--- src/rtl/util_delay_skid.sv ---
// util_delay_skid: two-entry skid buffer with registered in_ready, flush and saturating drop counter
module util_delay_skid #(
  parameter int WIDTH = 32,
  parameter logic [WIDTH-1:0] RESET_DATA = '0
) (
  input  logic             clk,
  input  logic             rst,
  input  logic             in_valid,
  input  logic [WIDTH-1:0] in_data,
  output logic             in_ready,
  output logic             out_valid,
  output logic [WIDTH-1:0] out_data,
  input  logic             out_ready,
  input  logic             flush,
  output logic [1:0]       occupancy,
  output logic [15:0]      drop_count
);
  localparam logic [1:0] EMPTY = 2'd0, ONE = 2'd1, FULL = 2'd2;
  logic [1:0]       state_q, state_d;
  logic [WIDTH-1:0] main_q, main_d, skid_q, skid_d;
  logic             in_ready_q, in_ready_d;
  logic [15:0]      drop_q, drop_d;
  logic [1:0]       drop_inc;
  logic [16:0]      drop_sum;
  logic             accept, emit;
  assign accept = in_valid & in_ready_q;
  assign emit   = (state_q != EMPTY) & out_ready;
  // state, data and counter registers; reset leaves in_ready low until the first edge
  always_ff @(posedge clk or posedge rst) begin
    if (rst) begin
      state_q    <= EMPTY;
      main_q     <= RESET_DATA;
      skid_q     <= RESET_DATA;
      in_ready_q <= 1'b0;
      drop_q     <= '0;
    end else begin
      state_q    <= state_d;
      main_q     <= main_d;
      skid_q     <= skid_d;
      in_ready_q <= in_ready_d;
      drop_q     <= drop_d;
    end
  end
  // next state and data movement; flush overrides any accept or emit
  always_comb begin
    state_d = state_q;
    main_d  = main_q;
    skid_d  = skid_q;
    if (flush) begin
      state_d = EMPTY;
      main_d  = RESET_DATA;
      skid_d  = RESET_DATA;
    end else begin
      case (state_q)
        EMPTY: begin
          state_d = accept ? ONE : EMPTY;
          main_d  = accept ? in_data : main_q;
        end
        ONE: begin
          state_d = (accept & ~emit) ? FULL : (emit & ~accept) ? EMPTY : ONE;
          skid_d  = (accept & ~emit) ? in_data : skid_q;
          main_d  = (accept & emit) ? in_data : main_q;
        end
        FULL: begin
          state_d = emit ? ONE : FULL;
          main_d  = emit ? skid_q : main_q;
        end
        default: state_d = EMPTY;
      endcase
    end
    in_ready_d = state_d != FULL;
  end
  // words lost to a flush: everything held except a word delivered in the same cycle
  always_comb begin
    drop_inc = state_q - {1'b0, emit};
    drop_sum = {1'b0, drop_q} + {15'd0, drop_inc};
    drop_d   = flush ? (drop_sum[16] ? 16'hFFFF : drop_sum[15:0]) : drop_q;
  end
  // outputs come straight from registered state
  always_comb begin
    out_valid  = state_q != EMPTY;
    occupancy  = state_q;
    in_ready   = in_ready_q;
    out_data   = main_q;
    drop_count = drop_q;
  end
endmodule
--- config.mk ---
export PLATFORM = sky130hd
export DESIGN_NAME = util_delay_skid
export DESIGN_NICKNAME = d
export VERILOG_FILES = /design/src/rtl/util_delay_skid.sv
export SDC_FILE = /design/constraint.sdc
export NUM_CORES = 1
export LEC_CHECK = 0
export BUFFER_PORTS_ARGS = -buffer_cell sky130_fd_sc_hd__buf_2
export CORE_MARGIN = 2
export CORE_UTILIZATION = 50
export DETAILED_ROUTE_END_ITERATION = 7
export MAX_ROUTING_LAYER = met4
export PLACE_DENSITY = 0.84
export SLEW_MARGIN = 40
export SYNTH_ARGS = -nofsm -noshare
export SYNTH_HDL_FRONTEND = slang
export SYNTH_SLANG_ARGS = --single-unit
--- constraint.sdc ---
create_clock -name clk -period 3.35 [get_ports clk]
set_input_delay 0.335 -clock clk [delete_from_list [all_inputs] [get_ports clk]]
set_output_delay 0.335 -clock clk [all_outputs]
set_load 0.03 [all_outputs]
==> results of run 1 <==
==> synthesized netlist by cell type, types with 4 or more instances <==
library cell / count / area share, %
sky130_fd_sc_hd__dfrtp_1: 83 / 53
sky130_fd_sc_hd__nor2_1: 37 / 3.5
sky130_fd_sc_hd__mux2i_1: 35 / 8.9
sky130_fd_sc_hd__a22o_1: 32 / 7.1
sky130_fd_sc_hd__a211oi_2: 28 / 8.9
sky130_fd_sc_hd__nand2_1: 19 / 1.8
sky130_fd_sc_hd__clkbuf_1: 11 / 1.0
sky130_fd_sc_hd__inv_1: 10 / 0.95
sky130_fd_sc_hd__ha_1: 9 / 2.9
sky130_fd_sc_hd__xnor2_1: 8 / 1.8
sky130_fd_sc_hd__nand3_1: 7 / 0.89
sky130_fd_sc_hd__a211oi_1: 5 / 0.95
sky130_fd_sc_hd__nor3_1: 5 / 0.64
sky130_fd_sc_hd__buf_2: 4 / 0.51
sky130_fd_sc_hd__buf_4: 4 / 0.76
==> cells by family after synthesis <==
family	synth area share [%]
AO/OA/AOI/OAI	18.5
XOR/XNOR	2.23
adder cells (fa/ha/maj)	3.37
buffers and inverters	4.23
flip-flops	52.8
multiplexers	9.48
AND/OR/NAND/NOR	9.39
==> report_power, final <==
| group | internal (mW) | switching [mW] |
|---|---|---|
| sequential | 1.12 | 0.106 |
| clock | 0.449 | 0.382 |
| combinational | 0.280 | 0.548 |
| total | 1.85 | 1.04 |
==> critical path: stages (launching register included) <==
cell and delay, ps:
sky130_fd_sc_hd__dfrtp_1 410, sky130_fd_sc_hd__inv_1 110, sky130_fd_sc_hd__ha_1 270, sky130_fd_sc_hd__nor2b_2 230, sky130_fd_sc_hd__ha_1 210, sky130_fd_sc_hd__xor2_1 260, sky130_fd_sc_hd__ha_1 290, sky130_fd_sc_hd__a21oi_1 450
sky130_fd_sc_hd__nor4_2 130, sky130_fd_sc_hd__nand3_1 120, sky130_fd_sc_hd__mux2_1 310
==> worst paths after layout <==
path / from / slack [ps] / cells after the start / end
setup / recovery: occupancy[0] / 430 / 10 / drop_count[15]
setup reg to reg: occupancy[0] / 430 / 10 / drop_count[15]
hold / removal: in_data[7] / 200 / 2 / skid_q[7]
hold reg to reg: skid_q[11] / 510 / 1 / skid_q[11]
max in group asynchronous: rst / 2070 / 4 / out_data[30]
min in group asynchronous: rst / 530 / 3 / out_data[18]
==> per-stage QoR <==
step	instance area, um^2	utilization, %
after detailed placement	4480	58.3
after floorplan	3930	-
after global routing	4720	61.4
after CTS	4720	61.4
final	4720	61.4
after global placement	4480	58.3
==> flip-flops by register name, indices dropped and copies added, names as in the netlist <==
| signal | cells |
|---|---|
| in_ready | 1 |
| out_data | 32 |
| drop_count | 16 |
| skid_q | 32 |
| occupancy | 2 |
==> layout make-up <==
class                   count  share of cell area (%)
inverters                  11                   0.901
multi-input cells         211                    36.1
clock buffers              10                    2.91
repair buffers             97                    11.3
clock inverters             6                    2.04
flip-flops and latches     83                    44.0
well taps                 102                    2.70
==> routing by layer <==
metal  part of all wire, %  up-vias  routed length [um]  global-route usage [%]
li1                      -     1345                   -                       -
met1                    45     1429                3780                    28.4
met2                    48       85                4020                    33.6
met3                   5.3        9                 441                    4.15
met4                   1.1        0                  91                    6.25
met5                     0        -                   0                       -
==> Implementation_results.wiki, run 1 <==
{| class="wikitable"
! Metric !! Value
|-
| Req. time, crit path || 3590 ps
|-
| Total clock buffers created by CTS || 9
|-
| Post-synth EDFFs || 0
|-
| Initial antenna violation count || 0
|-
| CTS clock-pin slew for the worst setup and hold paths || 100 ps
|-
| Period utilization || 87.1%
|-
| Floorplan row count || 32
|-
| Final std cells w/o fill || 520
|-
| Worst-case hold slack || 198 ps
|-
| Pre-CTS WS || 502 ps
|-
| Placeable Area || 0.00769 mm^2
|-
| Most frequently used flop master after synthesis || sky130_fd_sc_hd__dfrtp_1
|-
| Placer congestion estimate || 0.836
|-
| H-tree depth reported by CTS || 3
|-
| Hold WC Path Type || primary input to flop
|-
| # setup viols final || 0
|-
| Largest net degree at the start of global routing || 35
|-
| RSZ-0062 raised after global routing || false
|-
| Final worst-path setup slack || 431 ps
|-
| Post-synth cell types || 33
|-
| Sum of routed wire length over all layers || 8340 um
|-
| Effective utilization at floorplan || 51.2%
|-
| Maximum clock skew at final layout || 13.8 ps
|-
| DIE HEIGHT || 92.7 um
|-
| DIE WIDTH || 92.7 um
|-
| Startpoint types || flop
|-
| Netlist area before placement || 0.00393 mm^2
|-
| Total gr overflow || 0
|-
| Number of nets at the end of the flow || 460
|-
| DRC viols || 0
|-
| Number of filler instances in the final layout || 638
|-
| Iter 0 DRT Violations || 94
|-
| Sequential share of the synthesized area || 52.8%
|-
| Tightest slew margin relative to the limit || 60.0%
|-
| Ys Warns || 0
|-
| Via count of the first global-routing pass || 2909
|-
| Number of top-level pins || 89
|-
| Slew at the pin with the worst max-slew slack || 600 ps
|-
| Maximum ir drop on the vdd rail || 0.319 mV
|-
| Input/output buffers || 88
|-
| Gr usage total || 21.3%
|-
| Drt wl/cell || 16.0 um
|-
| Number of violations of the max-capacitance limit || 0
|-
| Max Slew Vio Count || 0
|-
| Final worst path period need || 2920 ps
|-
| Most used cells in the layout excluding fill and tap cells || sky130_fd_sc_hd__buf_2 (88), sky130_fd_sc_hd__dfrtp_1 (83), sky130_fd_sc_hd__nor2_1 (36), sky130_fd_sc_hd__mux2i_1 (35), sky130_fd_sc_hd__a22o_1 (32)
|-
| Setup TNS || 0 ps
|-
| Number of resized instances in the post-cts repair step || 0
|-
| Combined area of the multi-input logic cells || 0.00171 mm^2
|-
| Clock Root Buffer || sky130_fd_sc_hd__clkbuf_8
|-
| CP Max Fanout || 6
|-
| Worst skew pair latency || 360 ps
|-
| Power density over the cells || 611 mW/mm^2
|-
| Max clock buf depth || 2
|-
| Critical path class || flop to flop
|-
| Peak Freq || 0.343 GHz
|-
| Type of element capturing the critical path || flop
|-
| Number of clock sinks || 83
|-
| Synthesized netlist net count || 374
|-
| Proportion of layout cells with a drive suffix above 1 || 35.6%
|-
| Die Outline Area || 0.00859 mm^2
|-
| Routed Antenna Nets || 0
|-
| First-pass GRT wire length || 14100 um
|-
| Register area || 0.00208 mm^2
|-
| Outcome || finished clean
|-
| Avg Inst Size Synth || 12.0 um^2
|-
| Number of hold-repair buffers added at the cts stage || 1
|-
| Power consumption || 2.89 mW
|-
| First drt pass iteration count || 4
|-
| Most common cell after layout, fill and taps aside || sky130_fd_sc_hd__buf_2
|-
| Share of flip-flops with an asynchronous set or reset after synthesis || 100%
|-
| Layout area overhead || 20.1%
|-
| Leakage power total || 2.27 nW
|-
| Final HPWL DP || 5500 um
|-
| Post-CTS Setup Repair Bufs || 0
|-
| Placed Cells incl. Taps || 503
|-
| Number of cells produced by synthesis || 327
|-
| Antenna cells || 0
|-
| Data arrival time of the worst path || 3160 ps
|-
| Final Hold Vio Count || 0
|-
| Routed via count || 2868
|-
| CTS tree || done
|-
| Number of vias per cell || 5.52
|-
| Synthesis-stage register bit count || 83
|}
Note: power is estimated with default switching activity, not from simulation.
==> run 2: changes to the inputs <==
--- a/config.mk
+++ b/config.mk
@@ -7,10 +7,10 @@
 export LEC_CHECK = 0
 export BUFFER_PORTS_ARGS = -buffer_cell sky130_fd_sc_hd__buf_2
 export CORE_MARGIN = 2
-export CORE_UTILIZATION = 50
+export CORE_UTILIZATION = 45
 export DETAILED_ROUTE_END_ITERATION = 7
 export MAX_ROUTING_LAYER = met4
-export PLACE_DENSITY = 0.84
+export PLACE_DENSITY = 0.68
 export SLEW_MARGIN = 40
 export SYNTH_ARGS = -nofsm -noshare
 export SYNTH_HDL_FRONTEND = slang
==> constraint.sdc (replaced) <==
create_clock -name clk -period 3.7 [get_ports clk]
set_input_delay 0.37 -clock clk [delete_from_list [all_inputs] [get_ports clk]]
set_output_delay 0.37 -clock clk [all_outputs]
set_load 0.03 [all_outputs]
==> run 2 against run 1 <==
  * Register-to-register slack improved by 430 ps
  * Non-clock buffer count fell by 1
  * Sequential cell count did not move
  * Die area rose by 11%
  * Final cell count rose by 0.96%
  * Global-route usage fell by 2.0 points
  * Worst hold slack got worse by 160 ps
  * Total power fell by 13%
  * Combinational power fell by 11%
==> Implementation_results.wiki, run 2 (synthesis results as in run 1) <==
{| class="wikitable"
! Metric !! Value
|-
| Number of vias per cell || 5.31 (-3.7%)
|-
| Number of violations of the max-capacitance limit || 0 (unchanged)
|-
| H-tree depth reported by CTS || 3 (unchanged)
|-
| Final worst-path setup slack || 856 ps (+425 ps)
|-
| Type of element capturing the critical path || flop
|-
| Number of clock sinks || 83 (unchanged)
|-
| Number of nets at the end of the flow || 459 (-0.22%)
|-
| Placer congestion estimate || 0.832 (-0.53%)
|-
| Input/output buffers || 88 (unchanged)
|-
| Die Outline Area || 0.00950 mm^2 (+11%)
|-
| Most used cells in the layout excluding fill and tap cells || sky130_fd_sc_hd__buf_2 (88), sky130_fd_sc_hd__dfrtp_1 (83), sky130_fd_sc_hd__nor2_1 (36), sky130_fd_sc_hd__mux2i_1 (35), sky130_fd_sc_hd__a22o_1 (32)
|-
| Cell repeated most along the worst path || sky130_fd_sc_hd__ha_1
|-
| Cells on worst reg2reg path || 10 (unchanged)
|-
| Via count of the first global-routing pass || 2891 (-0.62%)
|-
| Largest net degree at the start of global routing || 56 (+60%)
|-
| Initial antenna violation count || 0 (unchanged)
|-
| Data arrival time of the worst path || 3080 ps (-80 ps)
|-
| Top metal layer carrying routed signals || met4
|-
| Post-CTS Setup Repair Bufs || 0 (unchanged)
|-
| Iter 0 DRT Violations || 97 (+3.2%)
|-
| Routed Antenna Nets || 0 (unchanged)
|-
| Number of filler instances in the final layout || 765 (+20%)
|-
| Startpoint types || flop
|-
| Clock Root Buffer || sky130_fd_sc_hd__clkbuf_8
|-
| Effective utilization at floorplan || 45.8% (-5.4 points)
|-
| Maximum ir drop on the vdd rail || 0.181 mV (-43%)
|-
| Hold WC Path Type || primary input to asynchronous set/reset pin
|-
| Library cell contributing the largest single delay on the critical path || sky130_fd_sc_hd__dfrtp_1
|-
| Number of resized instances in the post-cts repair step || 0 (unchanged)
|-
| First-pass GRT wire length || 14400 um (+2.2%)
|-
| Total gr overflow || 0 (unchanged)
|-
| Outcome || finished clean
|-
| Number of hold-repair buffers added at the cts stage || 0 (-1)
|-
| Pre-CTS WS || 842 ps (+340 ps)
|-
| Critical path class || flop to flop
|-
| Drt wl/cell || 16.1 um (+0.40%)
|-
| Worst skew pair latency || 350 ps (about the same)
|-
| Routed via count || 2788 (-2.8%)
|-
| Slew at the pin with the worst max-slew slack || 622 ps (+21.9 ps)
|-
| Detail Route met3 WL || 425 um (-3.6%)
|-
| Period utilization || 76.9% (-10 points)
|-
| WL met1 || 4110 um (+8.5%)
|-
| Combined area of the multi-input logic cells || 0.00171 mm^2 (unchanged)
|-
| RSZ-0062 raised after global routing || false
|-
| Antenna cells || 0 (unchanged)
|-
| Total clock buffers created by CTS || 9 (unchanged)
|-
| CTS clock-pin slew for the worst setup and hold paths || 90 ps (about the same)
|-
| Floorplan row count || 34 (+6.3%)
|-
| Maximum clock skew at final layout || 12.6 ps (-1.16 ps)
|-
| Register area || 0.00208 mm^2 (unchanged)
|-
| Final worst path period need || 2840 ps (-75.3 ps)
|-
| First drt pass iteration count || 4 (unchanged)
|-
| WL met2 || 3840 um (-4.6%)
|-
| DRC viols || 0 (unchanged)
|-
| Final Hold Vio Count || 0 (unchanged)
|-
| Gr usage total || 19.3% (-2.0 points)
|-
| Peak Freq || 0.352 GHz (+2.6%)
|-
| # setup viols final || 0 (unchanged)
|-
| Placeable Area || 0.00859 mm^2 (+12%)
|-
| Number of top-level pins || 89 (unchanged)
|-
| Leakage power total || 2.25 nW (-0.67%)
|-
| Setup TNS || 0 ps (unchanged)
|-
| Tightest slew margin relative to the limit || 58.5% (-1.5 points)
|-
| Sum of routed wire length over all layers || 8450 um (+1.4%)
|-
| Req. time, crit path || 3940 ps (+350 ps)
|-
| Final HPWL DP || 5550 um (+0.95%)
|-
| CP Max Fanout || 6 (unchanged)
|-
| Max Slew Vio Count || 0 (unchanged)
|-
| Proportion of layout cells with a drive suffix above 1 || 35.5% (-0.15 points)
|-
| CTS tree || done
|-
| Critical-path cell list || inv_1 > ha_1 > nor2b_2 > ha_1 > xor2_1 > ha_1 > a21oi_1 > nor4_2 > nand3_1 > mux2_1
|-
| Largest incremental delay on the critical path || 440 ps (about the same)
|-
| Power density over the cells || 536 mW/mm^2 (-12%)
|-
| Most common cell after layout, fill and taps aside || sky130_fd_sc_hd__buf_2
|-
| DIE HEIGHT || 97.5 um (+5.2%)
|-
| DIE WIDTH || 97.5 um (+5.2%)
|-
| Max clock buf depth || 2 (unchanged)
|-
| Layout area overhead || 19.2%
|}
-- run 2: cell count changes in the layout (fill, tap and decap cells not counted), sizes merged --
cell | before | now
clkinvlp | 1 | 0
inv | 12 | 11
clkinv | 2 | 4
bufinv | 2 | 1
clkbuf | 10 | 11
dlygate4sd3 | 1 | 0
-- run 2: power by group --
group / switching [mW] / total, mW / internal (mW)
sequential: 0.0960 / 1.11 / 1.02
clock: 0.333 / 0.667 / 0.335
combinational: 0.492 / 0.735 / 0.243
-- run 2: routing by layer --
layer  global-route usage, %  vias up
met5                       -        -
met4                    5.45        0
met3                    4.60        6
met2                    29.1       73
met1                    26.2     1362
li1                        -     1347
-- run 2: critical path: cells and delay by family (launching register included) --
| family | cells | cell delay, ps |
|---|---|---|
| fa+ha+maj | 3 | 730 |
| simple gates | 3 | 480 |
| flops | 1 | 440 |
| compound gates | 1 | 430 |
| mux | 1 | 320 |
| xor+xnor | 1 | 240 |
| buf+inv | 1 | 100 |
-- run 2: worst paths after layout --
check / startpoint / endpoint / slack [ps]
max in group asynchronous: rst / skid_q[2] / 3060
worst min-delay path: rst / out_data[22] / 40
worst max-delay path: occupancy[1] / drop_count[15] / 860
worst max register to register: occupancy[1] / drop_count[15] / 860
worst min register to register: skid_q[29] / skid_q[29] / 510
min in group clk: in_data[25] / skid_q[25] / 250
-- run 2: layout make-up --
cell class                 instances  area share, %
sequential                        83           44.3
tap                              108           2.88
clock buffer                      11           3.02
multi-input combinational        211           36.4
inverter                          11          0.988
timing repair buffer              96           11.1
clock inverter                     5           1.31
-- run 2: metrics by stage --
stage	instance area, um^2	power (mW)	cells	hold WS [ps]	utilization, %
after global placement	4450	1.85	508	487	51.8
after detailed placement	4480	1.87	509	435	52.2
final	4690	2.51	525	35.3	54.5
after floorplan	3930	1.67	327	473	-
after global routing	4690	2.66	525	70.2	54.5
after CTS	4690	2.54	525	42.4	54.5
